--- src/rtl/mem_port_arbiter_pkg.sv ---
// Shared types for the memory port arbiter: owner IDs, size codes, FSM states,
// bus widths and the shared-port command payload.
package mem_port_arbiter_pkg;

    localparam int unsigned ADDR_W = 32;
    localparam int unsigned DATA_W = 32;
    localparam int unsigned STRB_W = 4;
    localparam int unsigned SIZE_W = 2;

    typedef enum logic {
        OWN_INST = 1'b0,
        OWN_DATA = 1'b1
    } owner_e;

    localparam logic [SIZE_W-1:0] SIZE_BYTE = 2'd0;
    localparam logic [SIZE_W-1:0] SIZE_HALF = 2'd1;
    localparam logic [SIZE_W-1:0] SIZE_WORD = 2'd2;

    typedef enum logic {
        ARB_IDLE = 1'b0,
        ARB_HOLD = 1'b1
    } arb_state_e;

    typedef struct packed {
        logic              wr;
        logic [SIZE_W-1:0] size;
        logic [STRB_W-1:0] wstrb;
        logic [ADDR_W-1:0] addr;
        logic [DATA_W-1:0] wdata;
    } mem_cmd_t;

    // Owner selection; on contention round-robin picks the non-last owner,
    // otherwise data wins.
    function automatic owner_e pick_owner(input logic   inst_req,
                                          input logic   data_req,
                                          input owner_e last_owner,
                                          input logic   rr_en);
        owner_e sel;
        sel = OWN_INST;
        if (data_req && !inst_req) begin
            sel = OWN_DATA;
        end else if (data_req && inst_req) begin
            if (rr_en) begin
                sel = (last_owner == OWN_INST) ? OWN_DATA : OWN_INST;
            end else begin
                sel = OWN_DATA;
            end
        end
        return sel;
    endfunction

endpackage

--- src/rtl/mem_port_arbiter_if.sv ---
// Requester and shared-memory-port handshake bundle. The arbiter uses the slave
// modport; the surrounding pipeline/bus-bridge environment uses master.
interface mem_port_arbiter_if;
    import mem_port_arbiter_pkg::*;

    logic              inst_req;
    logic [ADDR_W-1:0] inst_addr;
    logic              inst_addr_ok;
    logic              inst_data_ok;
    logic [DATA_W-1:0] inst_rdata;

    logic              data_req;
    logic              data_wr;
    logic [SIZE_W-1:0] data_size;
    logic [STRB_W-1:0] data_wstrb;
    logic [ADDR_W-1:0] data_addr;
    logic [DATA_W-1:0] data_wdata;
    logic              data_addr_ok;
    logic              data_data_ok;
    logic [DATA_W-1:0] data_rdata;

    logic              mem_req;
    logic              mem_wr;
    logic [SIZE_W-1:0] mem_size;
    logic [STRB_W-1:0] mem_wstrb;
    logic [ADDR_W-1:0] mem_addr;
    logic [DATA_W-1:0] mem_wdata;
    logic              mem_addr_ok;
    logic              mem_data_ok;
    logic [DATA_W-1:0] mem_rdata;

    modport slave (
        input  inst_req, inst_addr,
        output inst_addr_ok, inst_data_ok, inst_rdata,
        input  data_req, data_wr, data_size, data_wstrb, data_addr, data_wdata,
        output data_addr_ok, data_data_ok, data_rdata,
        output mem_req, mem_wr, mem_size, mem_wstrb, mem_addr, mem_wdata,
        input  mem_addr_ok, mem_data_ok, mem_rdata
    );

    modport master (
        output inst_req, inst_addr,
        input  inst_addr_ok, inst_data_ok, inst_rdata,
        output data_req, data_wr, data_size, data_wstrb, data_addr, data_wdata,
        input  data_addr_ok, data_data_ok, data_rdata,
        input  mem_req, mem_wr, mem_size, mem_wstrb, mem_addr, mem_wdata,
        output mem_addr_ok, mem_data_ok, mem_rdata
    );

endinterface

--- src/rtl/mem_port_arbiter_arb_id_fifo.sv ---
// In-order owner ID FIFO: one 1-bit entry per accepted, unanswered transaction.
module arb_id_fifo
    import mem_port_arbiter_pkg::*;
#(
    parameter int unsigned DEPTH = 2
) (
    input  logic                         clk,
    input  logic                         reset,
    input  logic                         push,
    input  owner_e                       push_owner,
    input  logic                         pop,
    output owner_e                       head_owner,
    output logic                         full,
    output logic                         empty,
    output logic [$clog2(DEPTH+1)-1:0]   count
);

    localparam int unsigned PTR_W = (DEPTH > 1) ? $clog2(DEPTH) : 1;
    localparam int unsigned CNT_W = $clog2(DEPTH + 1);

    owner_e             entries_q [DEPTH];
    owner_e             entries_d [DEPTH];
    logic [PTR_W-1:0]   wr_ptr_q, wr_ptr_d;
    logic [PTR_W-1:0]   rd_ptr_q, rd_ptr_d;
    logic [CNT_W-1:0]   count_q, count_d;
    logic               do_push;
    logic               do_pop;

    function automatic logic [PTR_W-1:0] next_ptr(input logic [PTR_W-1:0] p);
        return (p == PTR_W'(DEPTH - 1)) ? '0 : p + PTR_W'(1);
    endfunction

    assign full       = (count_q == CNT_W'(DEPTH));
    assign empty      = (count_q == '0);
    assign count      = count_q;
    assign head_owner = entries_q[rd_ptr_q];
    assign do_push    = push && !full;
    assign do_pop     = pop && !empty;

    // Next-state for storage, pointers and occupancy.
    always_comb begin
        entries_d = entries_q;
        wr_ptr_d  = wr_ptr_q;
        rd_ptr_d  = rd_ptr_q;
        count_d   = count_q;
        if (do_push) begin
            entries_d[wr_ptr_q] = push_owner;
            wr_ptr_d            = next_ptr(wr_ptr_q);
        end
        if (do_pop) begin
            rd_ptr_d = next_ptr(rd_ptr_q);
        end
        case ({do_push, do_pop})
            2'b10:   count_d = count_q + CNT_W'(1);
            2'b01:   count_d = count_q - CNT_W'(1);
            default: count_d = count_q;
        endcase
    end

    // State register; reset flushes the queue.
    always_ff @(posedge clk) begin
        if (reset) begin
            for (int i = 0; i < int'(DEPTH); i++) begin
                entries_q[i] <= OWN_INST;
            end
            wr_ptr_q <= '0;
            rd_ptr_q <= '0;
            count_q  <= '0;
        end else begin
            entries_q <= entries_d;
            wr_ptr_q  <= wr_ptr_d;
            rd_ptr_q  <= rd_ptr_d;
            count_q   <= count_d;
        end
    end

endmodule

--- src/rtl/mem_port_arbiter.sv ---
// Shares one SRAM-like memory port between the instruction and data requesters.
// One address phase per cycle, grant locked until mem_addr_ok, owners of
// accepted requests tracked in order so responses are steered back.
// Optional feature macro: ARB_RR_EN (round-robin on contention instead of
// data-first fixed priority).
module mem_port_arbiter
    import mem_port_arbiter_pkg::*;
#(
    parameter int unsigned MAX_OUTSTANDING = 2
) (
    input  logic                 clk,
    input  logic                 reset,
    mem_port_arbiter_if.slave    bus,
    output logic                 busy,
    output logic                 protocol_err
);

    localparam int unsigned CNT_W = $clog2(MAX_OUTSTANDING + 1);

    arb_state_e         state_q, state_d;
    owner_e             held_owner_q, held_owner_d;
    logic               protocol_err_q, protocol_err_d;
    owner_e             pick_now;
    logic               grant_valid;
    owner_e             grant_owner;
    logic               push;
    logic               pop;
    mem_cmd_t           cmd;
    owner_e             head_owner;
    logic               id_full;
    logic               id_empty;
    logic [CNT_W-1:0]   id_count;

`ifdef ARB_RR_EN
    owner_e             last_owner_q, last_owner_d;

    assign pick_now = pick_owner(bus.inst_req, bus.data_req, last_owner_q, 1'b1);

    // Round-robin history follows every accepted address phase.
    always_comb begin
        last_owner_d = last_owner_q;
        if (push) begin
            last_owner_d = grant_owner;
        end
    end

    // Round-robin history register.
    always_ff @(posedge clk) begin
        if (reset) begin
            last_owner_q <= OWN_INST;
        end else begin
            last_owner_q <= last_owner_d;
        end
    end
`else
    assign pick_now = pick_owner(bus.inst_req, bus.data_req, OWN_INST, 1'b0);
`endif

    // Arbiter FSM: grant in IDLE when not full, lock the grant in HOLD.
    always_comb begin
        state_d      = state_q;
        held_owner_d = held_owner_q;
        grant_valid  = 1'b0;
        grant_owner  = OWN_INST;
        push         = 1'b0;
        case (state_q)
            ARB_IDLE: begin
                if (!reset && !id_full && (bus.inst_req || bus.data_req)) begin
                    grant_valid = 1'b1;
                    grant_owner = pick_now;
                    if (bus.mem_addr_ok) begin
                        push = 1'b1;
                    end else begin
                        state_d      = ARB_HOLD;
                        held_owner_d = pick_now;
                    end
                end
            end
            ARB_HOLD: begin
                if (!reset) begin
                    grant_valid = 1'b1;
                    grant_owner = held_owner_q;
                    if (bus.mem_addr_ok) begin
                        push    = 1'b1;
                        state_d = ARB_IDLE;
                    end
                end
            end
            default: state_d = ARB_IDLE;
        endcase
    end

    // Response steering and sticky error for responses with nothing outstanding.
    always_comb begin
        pop            = !reset && bus.mem_data_ok && !id_empty;
        protocol_err_d = protocol_err_q || (!reset && bus.mem_data_ok && id_empty);
    end

    // Shared-port command mux; instruction fetches are always word loads.
    always_comb begin
        cmd = '0;
        if (grant_valid) begin
            if (grant_owner == OWN_DATA) begin
                cmd.wr    = bus.data_wr;
                cmd.size  = bus.data_size;
                cmd.wstrb = bus.data_wstrb;
                cmd.addr  = bus.data_addr;
                cmd.wdata = bus.data_wdata;
            end else begin
                cmd.wr    = 1'b0;
                cmd.size  = SIZE_WORD;
                cmd.wstrb = '0;
                cmd.addr  = bus.inst_addr;
                cmd.wdata = '0;
            end
        end
    end

    assign bus.mem_req      = grant_valid;
    assign bus.mem_wr       = cmd.wr;
    assign bus.mem_size     = cmd.size;
    assign bus.mem_wstrb    = cmd.wstrb;
    assign bus.mem_addr     = cmd.addr;
    assign bus.mem_wdata    = cmd.wdata;

    assign bus.inst_addr_ok = grant_valid && bus.mem_addr_ok && (grant_owner == OWN_INST);
    assign bus.data_addr_ok = grant_valid && bus.mem_addr_ok && (grant_owner == OWN_DATA);
    assign bus.inst_data_ok = pop && (head_owner == OWN_INST);
    assign bus.data_data_ok = pop && (head_owner == OWN_DATA);
    assign bus.inst_rdata   = bus.mem_rdata;
    assign bus.data_rdata   = bus.mem_rdata;

    assign busy         = (id_count != '0);
    assign protocol_err = protocol_err_q;

    // FSM, held owner and error flag registers.
    always_ff @(posedge clk) begin
        if (reset) begin
            state_q        <= ARB_IDLE;
            held_owner_q   <= OWN_INST;
            protocol_err_q <= 1'b0;
        end else begin
            state_q        <= state_d;
            held_owner_q   <= held_owner_d;
            protocol_err_q <= protocol_err_d;
        end
    end

    arb_id_fifo #(
        .DEPTH (MAX_OUTSTANDING)
    ) u_id_fifo (
        .clk        (clk),
        .reset      (reset),
        .push       (push),
        .push_owner (grant_owner),
        .pop        (pop),
        .head_owner (head_owner),
        .full       (id_full),
        .empty      (id_empty),
        .count      (id_count)
    );

endmodule
--- src/flat_wrapper.sv ---
// flat-port wrapper written by rule: the top's interface ports become plain ports
module mem_port_arbiter_flat import mem_port_arbiter_pkg::*;
#(
    parameter int unsigned MAX_OUTSTANDING = 2
)
  (clk, reset, busy, protocol_err, bus_inst_req, bus_inst_addr, bus_inst_addr_ok, bus_inst_data_ok, bus_inst_rdata, bus_data_req, bus_data_wr, bus_data_size, bus_data_wstrb, bus_data_addr, bus_data_wdata, bus_data_addr_ok, bus_data_data_ok, bus_data_rdata, bus_mem_req, bus_mem_wr, bus_mem_size, bus_mem_wstrb, bus_mem_addr, bus_mem_wdata, bus_mem_addr_ok, bus_mem_data_ok, bus_mem_rdata);
  mem_port_arbiter_if bus_i ();
  input  logic clk;
  input  logic reset;
  output logic busy;
  output logic protocol_err;
  input wire logic [$bits(bus_i.inst_req)-1:0] bus_inst_req;
  input wire logic [$bits(bus_i.inst_addr)-1:0] bus_inst_addr;
  output wire logic [$bits(bus_i.inst_addr_ok)-1:0] bus_inst_addr_ok;
  output wire logic [$bits(bus_i.inst_data_ok)-1:0] bus_inst_data_ok;
  output wire logic [$bits(bus_i.inst_rdata)-1:0] bus_inst_rdata;
  input wire logic [$bits(bus_i.data_req)-1:0] bus_data_req;
  input wire logic [$bits(bus_i.data_wr)-1:0] bus_data_wr;
  input wire logic [$bits(bus_i.data_size)-1:0] bus_data_size;
  input wire logic [$bits(bus_i.data_wstrb)-1:0] bus_data_wstrb;
  input wire logic [$bits(bus_i.data_addr)-1:0] bus_data_addr;
  input wire logic [$bits(bus_i.data_wdata)-1:0] bus_data_wdata;
  output wire logic [$bits(bus_i.data_addr_ok)-1:0] bus_data_addr_ok;
  output wire logic [$bits(bus_i.data_data_ok)-1:0] bus_data_data_ok;
  output wire logic [$bits(bus_i.data_rdata)-1:0] bus_data_rdata;
  output wire logic [$bits(bus_i.mem_req)-1:0] bus_mem_req;
  output wire logic [$bits(bus_i.mem_wr)-1:0] bus_mem_wr;
  output wire logic [$bits(bus_i.mem_size)-1:0] bus_mem_size;
  output wire logic [$bits(bus_i.mem_wstrb)-1:0] bus_mem_wstrb;
  output wire logic [$bits(bus_i.mem_addr)-1:0] bus_mem_addr;
  output wire logic [$bits(bus_i.mem_wdata)-1:0] bus_mem_wdata;
  input wire logic [$bits(bus_i.mem_addr_ok)-1:0] bus_mem_addr_ok;
  input wire logic [$bits(bus_i.mem_data_ok)-1:0] bus_mem_data_ok;
  input wire logic [$bits(bus_i.mem_rdata)-1:0] bus_mem_rdata;
  assign bus_i.inst_req = bus_inst_req;
  assign bus_i.inst_addr = bus_inst_addr;
  assign bus_inst_addr_ok = bus_i.inst_addr_ok;
  assign bus_inst_data_ok = bus_i.inst_data_ok;
  assign bus_inst_rdata = bus_i.inst_rdata;
  assign bus_i.data_req = bus_data_req;
  assign bus_i.data_wr = bus_data_wr;
  assign bus_i.data_size = bus_data_size;
  assign bus_i.data_wstrb = bus_data_wstrb;
  assign bus_i.data_addr = bus_data_addr;
  assign bus_i.data_wdata = bus_data_wdata;
  assign bus_data_addr_ok = bus_i.data_addr_ok;
  assign bus_data_data_ok = bus_i.data_data_ok;
  assign bus_data_rdata = bus_i.data_rdata;
  assign bus_mem_req = bus_i.mem_req;
  assign bus_mem_wr = bus_i.mem_wr;
  assign bus_mem_size = bus_i.mem_size;
  assign bus_mem_wstrb = bus_i.mem_wstrb;
  assign bus_mem_addr = bus_i.mem_addr;
  assign bus_mem_wdata = bus_i.mem_wdata;
  assign bus_i.mem_addr_ok = bus_mem_addr_ok;
  assign bus_i.mem_data_ok = bus_mem_data_ok;
  assign bus_i.mem_rdata = bus_mem_rdata;
  mem_port_arbiter #(.MAX_OUTSTANDING(MAX_OUTSTANDING)) u_core (.clk(clk), .reset(reset), .bus(bus_i), .busy(busy), .protocol_err(protocol_err));
endmodule
--- config.mk ---
export PLATFORM = sky130hd
export DESIGN_NAME = mem_port_arbiter_flat
export DESIGN_NICKNAME = d
export VERILOG_FILES = /design/src/rtl/mem_port_arbiter_pkg.sv /design/src/rtl/mem_port_arbiter_if.sv /design/src/rtl/mem_port_arbiter_arb_id_fifo.sv /design/src/rtl/mem_port_arbiter.sv /design/src/flat_wrapper.sv
export SDC_FILE = /design/constraint.sdc
export NUM_CORES = 1
export LEC_CHECK = 0
export ABC_AREA = 1
export CORE_AREA = 8 8 104 106
export DETAILED_ROUTE_END_ITERATION = 10
export DIE_AREA = 0 0 112 114
export GPL_TIMING_DRIVEN = 1
export PLACE_DENSITY = 0.74
export RECOVER_POWER = 25
export SYNTH_ARGS = -nofsm -noshare
export SYNTH_HDL_FRONTEND = slang
export SYNTH_SLANG_ARGS = --single-unit
--- constraint.sdc ---
create_clock -name clk -period 3.8 [get_ports clk]
set_clock_uncertainty 0.15 [all_clocks]
set_input_delay 1.14 -clock clk [delete_from_list [all_inputs] [get_ports clk]]
set_output_delay 1.14 -clock clk [all_outputs]
set_load 0.05 [all_outputs]
# == Yosys cells after proc, flatten, opt, wreduce, memory -nomap -nowiden ==
# Cells that the tools add are included.
# word_totals
reg_bits,9
inputBits,141
wordCells,75
# op_classes
addsub,4
n_lt_le_gt_ge,3
eq_ne,3
muxes,26
n_bitwise,6
reduce_logical,25
# op_table
cell,n
$mux W71,2
$mux W1,17
$logic_and A1 B1 Y1,15
$pmux W1 S2,4
$eq A2 B2 Y1 const B,2
$ge A2 B2 Y1 const B,2
$logic_not A1 Y1,4
$not A1 Y1,4
$not A1 Y2,2
$pmux W2 S2,1
$reduce_bool A2 Y1,2
$reduce_and A3 Y1,1
$add A1 B1 Y1 const B,2
$add A2 B1 Y2 const B,1
$bwmux W2,1
$eq A2 B1 Y1 const B,1
$logic_not A2 Y1,1
$logic_or A1 B1 Y1,2
$lt A2 B1 Y1 const B,1
$sub A2 B1 Y2 const B,1
$demux W1 S1,1

# == Logic depth before layout (Yosys ltp) ==
# depth
word_depth,9
mapped_depth,10
ltp_nobuf,10

# == Cells and area by module ==
# From an unflattened synthesis, not the netlist that was laid out.
# unflattened
hier_cells,412
area_unflattened_um2,2229.6
# by_module_without_submodules
mod,n_inst,cells_per_inst,area_each_um2,seq_area_each_um2
mem_port_arbiter,1,360,1905.6,60.1
arb_id_fifo,1,52,324.1,120.1

# == Worst setup path before layout ==
# OpenSTA, ideal clock, no wires.
# synth_timing
kind,input to output
startpoint,in reset
endpoint,out bus_inst_addr_ok
t_arrival_ps,2722
path_slack_ps,-212
cell_stages,5
path_cell_list,inv_2 nand3_2 nand2_1 inv_1 nor3_1
# synth_via
elab_chain_cells,7
# synth_lines
item,line_no,rtl
"start, declared",flat_wrapper.sv:9,input logic reset;
$logic_not A1 Y1,mem_port_arbiter.sv:68,if (!reset && !id_full && (bus.inst_req || bus.data_req)) begin
$logic_and A1 B1 Y1 (2 in series),mem_port_arbiter.sv:68,
$mux W1,mem_port_arbiter.sv:68,
$pmux W1 S2,mem_port_arbiter.sv:66,case (state_q)
$logic_and A1 B1 Y1 / $not A1 Y1 (equally long branches),mem_port_arbiter.sv:126,assign bus.inst_addr_ok = grant_valid && bus.mem_addr_ok && (grant_owner == OWN_INST);
$logic_and A1 B1 Y1 (*),mem_port_arbiter.sv:126,
"end, declared",flat_wrapper.sv:14,output wire logic [$bits(bus_i.inst_addr_ok)-1:0] bus_inst_addr_ok;
# Mark *: on every way between the ends. The rest lies on a longest branch, timed or not.

# == Final worst setup path ==
# layout_timing
startpoint,in bus_data_req
endpoint,out bus_mem_wdata[28]
# layout_via
elab_chain_cells,7
# layout_lines
item,line_no,rtl
"start, declared",flat_wrapper.sv:17,input wire logic [$bits(bus_i.data_req)-1:0] bus_data_req;
$logic_and A1 B1 Y1,mem_port_arbiter_pkg.sv:42,end else if (data_req && inst_req) begin
$mux W1,mem_port_arbiter_pkg.sv:42,
$mux W1,mem_port_arbiter_pkg.sv:40,if (data_req && !inst_req) begin
$mux W1,mem_port_arbiter.sv:68,
$pmux W1 S2,mem_port_arbiter.sv:66,
$mux W71,mem_port_arbiter.sv:103,if (grant_owner == OWN_DATA) begin
$mux W71 (*),mem_port_arbiter.sv:102,if (grant_valid) begin
"end, declared",flat_wrapper.sv:31,output wire logic [$bits(bus_i.mem_wdata)-1:0] bus_mem_wdata;
# Marks and branches as above.

==> out/qor.csv <==
stage;metric;value;unit
critical_path;crit_type;input port to output port;
sta;min_period;3.73;ns
critical_path;rrSetupSlack;1.51;ns
power;p_sw;0.438;mW
route;drtIter0Drc;92;
die;die_area;0.0128;mm^2
logic_synthesis;synth_area_per_cell;5.46;um^2
route;wl;10.0;mm
global_route;gr-total-overflow;0;
cells_and_area;nFillCells;812;
cells_and_area;nNetsFinal;633;
route;drt_first_pass_iters;4;
hold_path;min_path_cells;2;
critical_path;rr_startpoint;u_core.u_id_fifo.count[0]$_SDFFE_PP0P_;
logic_synthesis;yosysWarnings;0;
die;coreArea;0.00911;mm^2
power;power_leakage;2.11;nW
sta;drv_slew;0;
critical_path;crit_arrival;2.44;ns
run_status;status;finished, final reports clean;
route;drc_errors;0;
route;wl_per_cell;16.6;um
placement;port_buffers;186;
logic_synthesis;synth_seq_cells;9;
route;antenna_left;0;
sta;maxSlewHeadroom;65.8;%
hold_path;hold_path.startpoint;u_core.u_id_fifo.wr_ptr_q$_SDFFE_PP0P_;
critical_path;cp_data_required_time;2.51;ns
sta;hold_ws;0.327;ns
critical_path;end_kind;output port;
critical_path;r2r_cells;12;
logic_synthesis;synth_cell_type_count;23;
clock_tree;clk_path_buf_depth;2;
clock_tree;clock_latency;0.23;ns
global_route;grt_usage;14.7;%
sta;finalCritPeriodShare;98.1;%
power;intPower;0.560;mW
sta;hold_viol;0;
sta;worstMarginPinSlew;0.511;ns
global_route;grt_max_degree;25;
logic_synthesis;synth_area;0.00195;mm^2
route;viasPerCell;4.34;
global_route;antenna_found_initial;0;
placement;dp_hpwl;8.21;mm
global_route;grt_pass1_vias;2731;
die;num_io_pins;283;
critical_path;reg2reg_to;u_core.u_id_fifo.count[1]$_SDFFE_PP0P_;
die;start_util;21.4;%
clock_tree;cts_tree;built;
sta;setup_viol;0;
die;rows;35;
sta;max_freq;0.268;GHz
clock_tree;clk_pin_slew_worst_paths;0.04;ns
power;p_comb_share;78.4;%
cells_and_area;area_growth;142;%
job;maxCapViolations;0;
logic_synthesis;syn_inst;357;
logic_synthesis;ys_seq_area_share;9.24;%
clock_tree;cts_inserted_buffers;3;
cells_and_area;drive_gt1_share;38.2;%
cells_and_area;antenna_cells;0;
critical_path;critPathLaunchType;input port;
power;vdd_drop_max;0.261;mV
global_route;grt_pass1_wl;15.3;mm
clock_tree;cts_root_buf;clkbuf_8;
logic_synthesis;synth_nets;499;
hold_path;hold_path_class;flop to flop;
power;clkPwrFrac;10.8;%
clock_tree;hold_buffers;0;
die;die_h;114;um
hold_path;min_to;u_core.u_id_fifo.wr_ptr_q$_SDFFE_PP0P_;
clock_tree;ctsHtreeMaxLevel;1;
power;power.density;211;mW/mm^2
sta;fin_tns_setup;0;ns
critical_path;worstPathMaxFanout;8;
route;vias;2606;
placement;gp_congestion;0.786;
power;seqPwrFrac;10.8;%
power;switching_share;43.9;%
sta;rsz0062_at_grt;no;
clock_tree;cts_sinks;9;
die;die_w;112;um
[critical path, cell delays in order]
cell and delay [ns]:
clkdlybuf4s15_2 0.19, inv_2 0.04, nand2_2 0.06, nand3_2 0.07, nor2_2 0.12, nand2_2 0.10
nand2_4 0.10, inv_8 0.06, buf_12 0.14, buf_12 0.13, nor2_2 0.14, buf_12 0.15
[per-layer routing]
layer  global-route usage, %  share of wire (%)
met5                       0                  0
met4                    5.13                3.0
met3                    6.76                 11
met2                    27.2                 51
met1                    14.3                 34
[cells by family after synthesis]
logic type      synth area share [%]
compound gates                  2.63
fa+ha+maj                      0.641
buf+inv                         39.8
flops                           9.24
simple gates                    47.7
[state kept, by name, summed over array words and instances, names as in the netlist]
| register | flops |
|---|---|
| u_core.u_id_fifo.wr_ptr_q | 1 |
| u_core.u_id_fifo.entries_q | 2 |
| u_core.u_id_fifo.rd_ptr_q | 1 |
| u_core.state_q | 1 |
| u_core.u_id_fifo.count | 2 |
| u_core.held_owner_q | 1 |
| u_core.protocol_err | 1 |
[how the worst max path moves through the flow]
stage	start	to	slack, ns	cells after the start
after global routing	bus_data_req	bus_mem_addr[21]	0.003	12
after global placement	bus_data_req	bus_mem_addr[12]	-0.30	10
after floorplan	reset	bus_mem_size[0]	-0.02	8
after detailed placement	bus_data_req	bus_mem_addr[12]	-0.31	10
final	bus_data_req	bus_mem_wdata[28]	0.07	12
after CTS	bus_data_req	bus_mem_addr[22]	0.009	13
[cells in the final DEF (no fill, tap or decap), types with 2 or more instances in the layout]
master / n
nand3b_1: 32
nand2_2: 3
nor2_4: 14
dfxtp_1: 9
nand3_1: 3
nor2_1: 45
nor2_2: 58
a21oi_1: 4
nand4_1: 2
o21ai_0: 5
inv_1: 47
nand2_1: 42
buf_6: 3
buf_12: 81
buf_16: 2
dlygate4sd3_1: 2
nor3_1: 2
clkbuf_8: 3
buf_4: 13
inv_2: 3
clkdlybuf4s50_1: 105
[through the flow]
stage / power (mW) / instance area, um^2 / setup WS, ns / util [%] / instances
6_report: 0.998 / 4730 / 0.0710 / 51.9 / 601
5_1_grt: 1.05 / 4730 / 0.00324 / 51.9 / 601
4_1_cts: 1.00 / 4700 / 0.00917 / 51.6 / 601
3_5_place_dp: 0.845 / 4350 / -0.310 / 47.8 / 593
3_3_place_gp: 0.837 / 4350 / -0.301 / 47.8 / 593
2_1_floorplan: 0.617 / 1980 / -0.0197 / - / 357
[cells in the mapped netlist]
master,n,share of area (%)
ha_1,1,0.64
nand3b_1,32,12
o21ai_0,5,1.3
nor3_2,1,0.51
inv_4,1,0.32
nand2_1,43,8.3
nor2_2,1,0.32
inv_2,2,0.39
nand3_2,1,0.51
nand3_1,3,0.77
dfxtp_1,9,9.2
a31oi_1,1,0.32
buf_6,4,2.3
buf_4,64,25
nor3_1,3,0.77
and3_1,1,0.32
buf_2,9,2.3
clkbuf_1,3,0.58
nand4_1,2,0.64
inv_1,48,9.2
a21oi_1,4,1.0
nor2_1,116,22
nand2_2,3,0.96
[timing repair]
action,in CTS,in global routing
endpoints found under the setup margin,74,40
buffers inserted,2,0
pin swaps,8,6
hold endpoints to repair,0,0
cloned,2,0
gates resized for setup,84,11
[power by group through the flow]
stage | Clock (mW) | Sequential (mW) | Combinational [mW]
2_1_floorplan | 0 | 0.111 | 0.506
3_3_place_gp | 0 | 0.109 | 0.728
3_5_place_dp | 0 | 0.109 | 0.736
4_1_cts | 0.111 | 0.107 | 0.785
5_1_grt | 0.119 | 0.108 | 0.820
6_report | 0.108 | 0.108 | 0.783
[layout make-up]
cell class / count / area (um^2) / share of cell area (%)
inverter: 51 / 199 / 4.21
multi-input combinational: 217 / 1260 / 26.7
timing repair buffer: 209 / 2910 / 61.4
sequential: 9 / 180 / 3.81
tap: 111 / 139 / 2.94
clock buffer: 4 / 45.0 / 0.952
No activity file was read; power rests on OpenSTA's default activity.
